==> src/rtl/layer_serializer.sv <==
// Ping-pong buffered vector-to-word serializer between NN layers; optional argmax when LAYER_SER_ARGMAX_EN is defined.
// Latency: word 0 is presented the cycle after capture; one word per cycle while out_ready is high.
// Backpressure: out_ready stalls the stream with outputs held; in_ready drops while both slots are full, and further vectors are dropped (sticky overflow).
module layer_serializer #(
    parameter int NUM_NEURON = 30,
    parameter int DATA_WIDTH = 16,
    parameter int IDX_WIDTH  = $clog2(NUM_NEURON)
) (
    input  logic                             s_axi_aclk,
    input  logic                             reset,
    input  logic                             in_valid,
    input  logic [NUM_NEURON*DATA_WIDTH-1:0] in_data,
    output logic                             in_ready,
    output logic [DATA_WIDTH-1:0]            out_data,
    output logic                             out_valid,
    input  logic                             out_ready,
    output logic                             out_last,
    output logic [IDX_WIDTH-1:0]             out_idx,
    output logic                             overflow,
    output logic [IDX_WIDTH-1:0]             max_idx,
    output logic                             max_idx_vld
);
    // The state encoding doubles as the count of buffered vectors.
    typedef enum logic [1:0] {
        IDLE      = 2'd0,
        SEND      = 2'd1,
        SEND_PEND = 2'd2
    } state_t;

    localparam logic [IDX_WIDTH-1:0] LAST_IDX = IDX_WIDTH'(NUM_NEURON - 1);

    state_t                                state_q, state_d;
    logic                                  wr_ptr_q, rd_ptr_q;
    logic [IDX_WIDTH-1:0]                  idx_q;
    logic                                  overflow_q;
    logic [NUM_NEURON-1:0][DATA_WIDTH-1:0] slot_q [2];
    logic                                  capture, xfer, xfer_last;
    logic [DATA_WIDTH-1:0]                 cur_word;

    assign in_ready  = (state_q != SEND_PEND);
    assign out_valid = (state_q != IDLE);
    assign capture   = in_valid && in_ready;
    assign xfer      = out_valid && out_ready;
    assign xfer_last = xfer && (idx_q == LAST_IDX);
    assign cur_word  = slot_q[rd_ptr_q][idx_q];
    // Slots are not reset, so mask the word while nothing is buffered.
    assign out_data  = out_valid ? cur_word : '0;
    assign out_last  = (idx_q == LAST_IDX);
    assign out_idx   = idx_q;
    assign overflow  = overflow_q;

    always_comb begin
        state_d = state_q;
        case (state_q)
            IDLE: begin
                if (capture) state_d = SEND;
            end
            SEND: begin
                if (capture && !xfer_last)      state_d = SEND_PEND;
                else if (!capture && xfer_last) state_d = IDLE;
            end
            SEND_PEND: begin
                if (xfer_last) state_d = SEND;
            end
            default: state_d = IDLE;
        endcase
    end

    always_ff @(posedge s_axi_aclk) begin
        if (reset) begin
            state_q    <= IDLE;
            wr_ptr_q   <= 1'b0;
            rd_ptr_q   <= 1'b0;
            idx_q      <= '0;
            overflow_q <= 1'b0;
        end else begin
            state_q <= state_d;
            if (capture) wr_ptr_q <= ~wr_ptr_q;
            if (xfer_last) begin
                idx_q    <= '0;
                rd_ptr_q <= ~rd_ptr_q;
            end else if (xfer) begin
                idx_q <= idx_q + IDX_WIDTH'(1);
            end
            if (in_valid && !in_ready) overflow_q <= 1'b1;
        end
    end

    always_ff @(posedge s_axi_aclk) begin
        if (capture) slot_q[wr_ptr_q] <= in_data;
    end

`ifdef LAYER_SER_ARGMAX_EN
    logic signed [DATA_WIDTH-1:0] run_max_q;
    logic [IDX_WIDTH-1:0]         run_idx_q;
    logic [IDX_WIDTH-1:0]         max_idx_q;
    logic                         max_vld_q;
    logic                         new_max;

    // Word 0 always seeds the running max; strict compare keeps the lowest index on ties.
    assign new_max = (idx_q == '0) || ($signed(cur_word) > run_max_q);

    always_ff @(posedge s_axi_aclk) begin
        if (reset) begin
            run_max_q <= '0;
            run_idx_q <= '0;
            max_idx_q <= '0;
            max_vld_q <= 1'b0;
        end else begin
            max_vld_q <= xfer_last;
            if (xfer && new_max) begin
                run_max_q <= cur_word;
                run_idx_q <= idx_q;
            end
            if (xfer_last) max_idx_q <= new_max ? idx_q : run_idx_q;
        end
    end

    assign max_idx     = max_idx_q;
    assign max_idx_vld = max_vld_q;
`else
    assign max_idx     = '0;
    assign max_idx_vld = 1'b0;
`endif

endmodule
==> config.mk <==
export PLATFORM = sky130hd
export DESIGN_NAME = layer_serializer
export DESIGN_NICKNAME = d
export VERILOG_FILES = /design/src/rtl/layer_serializer.sv
export SDC_FILE = /design/constraint.sdc
export NUM_CORES = 1
export LEC_CHECK = 0
export CAP_MARGIN = 20
export CORE_ASPECT_RATIO = 1.2
export CORE_MARGIN = 2
export CORE_UTILIZATION = 37
export DETAILED_ROUTE_END_ITERATION = 8
export SYNTH_ARGS = -nofsm -noshare
export SYNTH_HDL_FRONTEND = slang
export SYNTH_SLANG_ARGS = --single-unit
export TNS_END_PERCENT = 1
==> constraint.sdc <==
create_clock -name s_axi_aclk -period 26.1 [get_ports s_axi_aclk]
set_input_delay 5.22 -clock s_axi_aclk [delete_from_list [all_inputs] [get_ports s_axi_aclk]]
set_output_delay 5.22 -clock s_axi_aclk [all_outputs]
set_load 0.1 [all_outputs]
==> results.yml, run 1 <==
timing:
  fin_crit_sh: 0.439
  setup_tns_ps: 0
  worst_slew_pin_slew_ps: 1190
  skew_ps: 27.7
  final.min_clock_period_ps: 11460
  rsz0062_at_grt: "false"
  drv_slew: 0
  max_slew_margin: 0.205
  fmax_mhz: 87.3
  hold_viol_final: 0
  setup_violations: 0
clock_network:
  ctsHtreeMaxLevel: 3
  clockBufferDepth: 3
  clkSinkCount: 971
  cts_resized: 0
  cts_tree: "built"
  clock_latency_ps: 660
  clockRootBuffer: "clkbuf_16"
  numCtsBuffers: 99
  post_cts_buffers: 0
  clk_pin_slew_ps: 60
  hold_buffers: 0
floorplanning:
  fp.dieW_um: 294
  coreArea_mm2: 0.0999
  num_io_pins: 515
  dieArea_mm2: 0.103
  rows: 127
  die_y_um: 352
  initial_core_util: 0.373
yosys:
  synth_warnings: 0
  syn_area_mm2: 0.0373
  synth_largest_area_cell: "edfxtp_1"
  async_flop_share: 0
  yosysSeqAreaShare: 0.780
  post-synth-top-count-cell: "edfxtp_1"
  synth-edff-count: 960
  ys_ff_latch: 971
  synth_top_area_frac: 0.774
  ys.flop_type: "edfxtp_1"
  ys_types: 45
  synth.top_cells.by_count: "960 x edfxtp_1, 175 x mux2i_1, 166 x mux4_2, 39 x clkbuf_1, 38 x nand2_1"
  netlist_instances: 1743
  synthTopCellsByArea: "edfxtp_1 77%, mux4_2 10%, mux2i_1 4.7%"
  avgSynthCellArea_um2: 21.4
cells_and_area:
  drive_above_1_share: 0.147
  area_growth_pct: 25.4
  fin_nets: 2770
  fillCellCount: 8293
route:
  drt-met1-wl_mm: 43.7
  via_per_inst: 5.29
  top_layer: "met5"
  dr.pass1.iters: 5
  ant_nets: 0
  wl_met3_mm: 8.70
  drt_drc_violations_left: 0
  dr_wl_met2_mm: 55.4
  drtIter0Drc: 1625
  wl_per_cell_um: 30.0
  vias: 19400
  wl_mm: 110
setup_path:
  crit_arrival_ps: 6240
  crit_type: "reg2out"
  critPathRequiredTime_ps: 20880
  worst_setup_path_end_kind: "output pin"
  worstPathMaxFanout: 113
  critPathLaunchType: "flip-flop"
job:
  cap_violations: 0
place:
  hpwl_mm: 77.8
  gp_congestion: 0.804
  portBuffers: 508
global_routing:
  overflow: 0
  antenna_found_initial: 38
  track_usage: 0.209
  grt_max_degree: 143
  grt_pass1_wl_mm: 151
  grt_pass1_vias: 20500
power:
  switching_share: 0.225
  p_switching_mw: 0.788
  irDropWorstVdd_mv: 0.0538
  power.density_mw_per_mm2: 74.9
  report.power.total_mw: 3.50
  p_int_mw: 2.71
  pwr-share-seq: 0.530
  p_leak_nw: 14.7
  clkPwrFrac: 0.381
  combPwrFrac: 0.089
min_path:
  hold_path.class: "reg2reg"
status:
  status: "finished clean"
==> power by group through the flow <==
stage | Sequential (mW) | Clock (mW) | Combinational [mW]
2_1_floorplan | 1.93 | 0 | 0.140
3_3_place_gp | 1.88 | 0 | 0.306
3_5_place_dp | 1.89 | 0 | 0.313
4_1_cts | 1.86 | 1.37 | 0.314
5_1_grt | 1.86 | 1.42 | 0.328
6_report | 1.86 | 1.33 | 0.310
==> worst max-delay path, cell delays in order (launching register included) <==
cell,delay [ps]
dfxtp_4,810
buf_12,610
buf_4,870
mux4_2,370
nand2_1,50
a21oi_1,430
a211oi_1,100
o32ai_1,700
clkdlybuf4s50_1,1270
==> cell families (layout without fill, tap and decap cells) <==
kind of cell    count (synthesis)  after routing  share of synthesized area
compound gates                235            235                     0.0420
fa+ha+maj                       3              3                    0.00101
xor+xnor                        6              6                    0.00141
buf+inv                       114            729                     0.0200
flops                         971            971                      0.780
mux                           341            341                      0.147
other cells                     1             22                   0.000101
simple gates                   72             72                    0.00863
==> through the flow <==
step / worst slack, ps / hold slack [ps] / utilization / area, um^2 / instances
after floorplan: 7730 / 472 / - / 37300 / 1748
after global placement: 15320 / 453 / 0.436 / 43600 / 3467
after detailed placement: 15280 / 461 / 0.436 / 43600 / 3470
after CTS: 14560 / 480 / 0.467 / 46600 / 3651
after global routing: 14320 / 534 / 0.467 / 46700 / 3661
final: 14640 / 476 / 0.468 / 46700 / 3669
==> layout by cell type, fill, tap and decap left out, types with 4 or more instances in the layout <==
cell type and count:
buf_12 5, xor2_1 5, buf_4 32, a211oi_1 30, a221oi_1 26, nand2_1 38
conb_1 6, inv_6 5, bufinv_16 5, edfxtp_1 960, o21ai_1 23, clkbuf_1 20
o221ai_1 15, o22ai_1 32, mux2i_1 175, diode_2 16, mux4_2 166, clkdlybuf4s50_1 505
clkinv_1 30, nand3_1 4, nor2_1 12, clkinv_2 14, a22oi_1 4, a21oi_1 36
dfxtp_4 5, o21ai_0 31, a31oi_1 13, clkbuf_16 100, a22o_1 13, dfxtp_1 6
==> worst paths after layout <==
kind | endpoint | startpoint | slack [ps] | cells after the start
setup / recovery | out_data[0] | flip-flop | 14640 | 8
hold / removal | overflow | overflow | 480 | 2
setup reg to reg | slot_q[0][105] | state_q[0] | 22310 | 7
hold reg to reg | overflow | overflow | 480 | 2
==> state kept, by name, summed over array words and instances (netlist names), named ones only <==
register  cells
overflow      1
state_q       2
rd_ptr_q      1
wr_ptr_q      1
out_idx       5
slot_q      960
==> layer usage <==
| layer | up-vias | track usage |
|---|---|---|
| li1 | 8423 | - |
| met1 | 10100 | 0.267 |
| met2 | 717 | 0.354 |
| met3 | 142 | 0.0583 |
| met4 | 40 | 0.0528 |
| met5 | - | 0 |
==> final cells by class <==
class	count	area (um^2)	area share
diodes	16	40.0	0.000857
clock buffers	120	2580	0.0551
clock inverters	61	460	0.00985
inverters	4	16.3	0.000348
multi-input cells	663	7520	0.161
flip-flops and latches	971	29100	0.622
well taps	1290	1610	0.0345
repair buffers	544	5450	0.117
No activity file was read; power rests on OpenSTA's default activity.
==> inputs of run 2 (changes only) <==
==> constraint.sdc (replaced) <==
create_clock -name s_axi_aclk -period 10.3 [get_ports s_axi_aclk]
set_input_delay 2.06 -clock s_axi_aclk [delete_from_list [all_inputs] [get_ports s_axi_aclk]]
set_output_delay 2.06 -clock s_axi_aclk [all_outputs]
set_load 0.1 [all_outputs]
==> run 2 against run 1 <==
Against the previous run: sequential power grew to 2.5 times the previous value; core utilization is 0.34 points higher; worst hold slack better by 10 ps; sequential share of layout area is 0.45 points lower; critical endpoint is now out_data[14]; flip-flop and latch count stayed put; clock power grew to 2.8 times the previous value; via count is 0.44% higher; cell count is 0.22% higher; largest power group unchanged; non-clock buffer count is 11 lower; combinational power grew to 2.6 times the previous value; largest cell class unchanged; die area stayed put; final area is 0.74% higher.
==> results.yml, run 2 (synthesis results as in run 1) <==
clock_network:
  ctsHtreeMaxLevel: 3
  numCtsBuffers: 102
  clock_latency_ps: 670
  cts_resized: 0
  clk_pin_slew_ps: 70
  cts_tree: "built"
  post_cts_buffers: 0
  clkSinkCount: 971
  hold_buffers: 0
  clockBufferDepth: 3
  clockRootBuffer: "clkbuf_16"
floorplanning:
  initial_core_util: 0.373
  die_y_um: 352
  coreArea_mm2: 0.0999
  num_io_pins: 515
  fp.dieW_um: 294
  dieArea_mm2: 0.103
  rows: 127
timing:
  max_slew_margin: 0.202
  worst_slew_pin_slew_ps: 1190
  skew_ps: 27.8
  hold_viol_final: 0
  setup_violations: 0
  fmax_mhz: 132
  drv_slew: 0
  rsz0062_at_grt: "false"
  setup_tns_ps: 0
  fin_crit_sh: 0.736
  hold_slack_ps: 486
  final.min_clock_period_ps: 7580
global_routing:
  grt_max_degree: 182
  overflow: 0
  track_usage: 0.207
  antenna_found_initial: 48
  grt_pass1_wl_mm: 148
  grt_pass1_vias: 20400
place:
  gp_congestion: 0.817
  hpwl_mm: 75.9
  portBuffers: 508
cells_and_area:
  area_growth_pct: 26.4
  fillCellCount: 8308
  fin_nets: 2762
  layout.cells.most_common: "edfxtp_1"
  drive_above_1_share: 0.153
  mostFrequentLayoutCells: "960 x edfxtp_1, 504 x clkdlybuf4s50_1, 175 x mux2i_1"
  largest_reg_flops: 960
  regMostFlops: "slot_q"
status:
  status: "finished clean"
route:
  ant_nets: 0
  drt_drc_violations_left: 0
  dr.pass1.iters: 5
  via_per_inst: 5.30
  wl_per_cell_um: 29.6
  drtIter0Drc: 1886
  wl_mm: 109
  vias: 19500
job:
  cap_violations: 0
setup_path:
  crit_type: "reg2out"
  critPathRequiredTime_ps: 8240
  critPathLaunchType: "flip-flop"
  crit_arrival_ps: 5520
  worst_setup_path_end_kind: "output pin"
  worstPathMaxFanout: 60
power:
  irDropWorstVdd_mv: 0.143
  power.density_mw_per_mm2: 195
  p_leak_nw: 14.8
min_path:
  hold_path.class: "reg2reg"
## run 2: cell types whose count changed in the layout (fill, tap and decap cells not counted), moves of 7 or more
cell / change
clkbuf_16: +7
clkinv_1: -14
diode_2: +12
clkinv_2: +7
buf_4: -16
## run 2: layout make-up
| cell class | instances | area [um^2] | share of cell area |
|---|---|---|---|
| diodes | 28 | 70.1 | 0.00149 |
| repair buffers | 533 | 5450 | 0.116 |
| multi-input cells | 663 | 7520 | 0.160 |
| inverters | 4 | 16.3 | 0.000345 |
| flip-flops and latches | 971 | 29100 | 0.617 |
| well taps | 1290 | 1610 | 0.0343 |
| clock buffers | 126 | 2750 | 0.0584 |
| clock inverters | 62 | 606 | 0.0129 |
## run 2: final timing paths
| check | startpoint | end | slack [ps] | cells after the start |
|---|---|---|---|---|
| worst max-delay path | out_idx[0] | out_data[14] | 2720 | 8 |
| worst max register to register | state_q[0] | slot_q[0][61] | 7360 | 7 |
| worst min-delay path | overflow | overflow | 490 | 2 |
| worst min register to register | overflow | overflow | 490 | 2 |
## run 2: through the flow
| stage | utilization | setup WS (ps) | std cells | area [um^2] | power [mW] |
|---|---|---|---|---|---|
| CTS | 0.470 | 2600 | 3647 | 47000 | 9.28 |
| detailed placement | 0.436 | 3350 | 3459 | 43600 | 5.60 |
| floorplan | - | -3600 | 1748 | 37300 | 5.21 |
| finish | 0.471 | 2720 | 3677 | 47100 | 9.18 |
| global route | 0.471 | 2490 | 3665 | 47100 | 9.46 |
| global placement | 0.435 | 3450 | 3455 | 43500 | 5.57 |
## run 2: power breakdown
part           internal [mW]  switching (mW)  total, mW  leakage (nW)
sequential              4.64          0.0670       4.71          9.09
clock                   2.15            1.52       3.67          1.63
combinational          0.329           0.471      0.800          4.07
total                   7.12            2.06       9.18          14.8
## run 2: metal layers
metal  share of wire  routed length [um]  global-route usage  up-vias
met1            0.37               40400               0.248    10100
met2            0.50               54200               0.340      790
li1                -                   -                   -     8432
met4           0.033                3580              0.0912       40
met3           0.096               10400              0.0686      180
met5          0.0023                 253                   0        -
## run 2: critical path: stages (launching register included)
cell and delay (ps):
dfxtp_4 700, buf_4 840, nand3b_1 200, buf_4 530, o22ai_1 200, a211oi_1 500
a21oi_1 270, a22o_1 340, clkdlybuf4s50_1 1070
==> inputs of run 3 (changes only) <==
==> constraint.sdc (replaced) <==
create_clock -name s_axi_aclk -period 6.4 [get_ports s_axi_aclk]
set_input_delay 1.28 -clock s_axi_aclk [delete_from_list [all_inputs] [get_ports s_axi_aclk]]
set_output_delay 1.28 -clock s_axi_aclk [all_outputs]
set_load 0.1 [all_outputs]
==> run 3 against run 2 <==
Against the previous run: final area is 0.25% lower; clock skew is 6.5 ps higher; clock-buffer cell count is 7 lower; core utilization is 0.12 points lower; power is 58% higher; register-to-register slack worse by 3900 ps; global-route usage is 0.67 points higher.
==> results.yml, run 3 (synthesis results as in run 1) <==
clock_network:
  clockRootBuffer: "clkbuf_16"
  clockBufferDepth: 3
  cts_resized: 0
  cts_tree: "built"
  numCtsBuffers: 98
  clkSinkCount: 971
  hold_buffers: 0
  clk_pin_slew_ps: 60
  clock_latency_ps: 680
  post_cts_buffers: 0
  ctsHtreeMaxLevel: 3
floorplanning:
  initial_core_util: 0.373
  num_io_pins: 515
  dieArea_mm2: 0.103
  die_y_um: 352
  coreArea_mm2: 0.0999
  fp.dieW_um: 294
  rows: 127
setup_path:
  path_cells: "buf_4, mux2i_1, a221oi_1, o21ai_1, a31oi_1, a22o_1, buf_4"
  r2r_cells: 8
  cp_common_cell: "buf_4"
  worst_setup_path_end_kind: "output pin"
  crit_arrival_ps: 4250
  worstPathMaxFanout: 30
  crit_path_top_delay_cell: "dfxtp_4"
  reg2reg_slack_ps: 3430
  critPathLaunchType: "flip-flop"
  crit_type: "reg2out"
  crit_path_max_incr_delay_ps: 810
  timing.rr.end: "state_q[1]"
  critPathRequiredTime_ps: 5120
  reg2reg_from: "out_idx[0]"
cells_and_area:
  regMostFlops: "slot_q"
  final_core_util: 0.470
  mostFrequentLayoutCells: "960 x edfxtp_1, 492 x clkdlybuf4s50_1, 175 x mux2i_1"
  layout.cells.most_common: "edfxtp_1"
  drive_above_1_share: 0.161
  area_growth_pct: 26.0
  fin_area_mm2: 0.0470
  fin_nets: 2773
  largest_reg_flops: 960
timing:
  worst_slew_pin_slew_ps: 1060
  max_slew_margin: 0.289
  skew_ps: 34.3
  drv_slew: 0
  setup_violations: 0
  rsz0062_at_grt: "false"
  final.min_clock_period_ps: 5530
  fmax_mhz: 181
  hold_viol_final: 0
  fin_crit_sh: 0.864
  hold_slack_ps: 520
min_path:
  hold_end: "overflow"
  holdCritStartpoint: "overflow"
  hold_path_depth: 2
  hold_path.class: "reg2reg"
power:
  switching_share: 0.226
  clkPwrFrac: 0.388
  combPwrFrac: 0.090
  p_int_mw: 11.2
  pwr-share-seq: 0.522
  p_switching_mw: 3.28
  p_leak_nw: 14.8
  power.density_mw_per_mm2: 309
  irDropWorstVdd_mv: 0.245
route:
  top_layer: "met5"
  wl_per_cell_um: 30.3
  drtIter0Drc: 1751
  dr.pass1.iters: 5
  wl_met3_mm: 9.22
  ant_nets: 0
  dr_wl_met2_mm: 55.9
  via_per_inst: 5.36
  vias: 19700
  drt-met1-wl_mm: 43.8
  wl_mm: 112
  drt_drc_violations_left: 0
global_routing:
  overflow: 0
  grt_max_degree: 132
  grt_pass1_vias: 20600
  track_usage: 0.213
  antenna_found_initial: 62
  grt_pass1_wl_mm: 153
status:
  status: "finished clean"
place:
  hpwl_mm: 80.4
  gp_congestion: 0.831
  placed_area_mm2: 0.0438
  portBuffers: 508
job:
  cap_violations: 0
[run 3: layer usage]
layer | track usage | vias to the layer above
li1 | - | 8466
met1 | 0.271 | 10300
met2 | 0.356 | 769
met3 | 0.0576 | 171
met4 | 0.0698 | 52
met5 | 0 | -
[run 3: power groups by stage]
| stage | logic, mW | registers (mW) | clock network, mW |
|---|---|---|---|
| 6_report | 1.30 | 7.57 | 5.62 |
| 5_1_grt | 1.37 | 7.60 | 5.98 |
| 4_1_cts | 1.32 | 7.57 | 5.75 |
| 3_5_place_dp | 1.31 | 7.71 | 0 |
| 3_3_place_gp | 1.30 | 7.68 | 0 |
| 2_1_floorplan | 0.572 | 7.77 | 0 |
[run 3: critical path, delay by kind of cell, from the launching register on]
kind / cells / cell delay (ps)
buffers and inverters: 2 / 930
AO/OA/AOI/OAI: 4 / 1500
flip-flops: 1 / 810
multiplexers: 1 / 250
[run 3: cell type report]
type | instances | area (um^2)
fill | 8318 | 53000
sequential | 971 | 29100
clock inverter | 62 | 549
antenna | 26 | 65.1
timing repair buffer | 548 | 5520
multi-input combinational | 663 | 7530
clock buffer | 119 | 2600
tap | 1290 | 1610
inverter | 4 | 15.0
[run 3: through the flow]
stage	TNS, ps	power, mW	instances	setup WS (ps)
CTS	0	14.6	3657	659
global placement	0	8.98	3476	1420
finish	0	14.5	3683	869
detailed placement	0	9.02	3476	1420
floorplan	-1782560	8.34	1748	-2540
global route	0	14.9	3674	674
[run 3: worst max-delay path by stage]
stage               startpoint      endpoint  slack [ps]  cells past startpoint
finish               flip-flop   out_data[7]         870                      7
global route         flip-flop   out_data[7]         670                      7
CTS                  flip-flop   out_data[7]         660                      7
floorplan             in_valid  slot_q[0][0]       -2540                      2
global placement     flip-flop   out_data[7]        1420                      7
detailed placement   flip-flop   out_data[7]        1420                      7
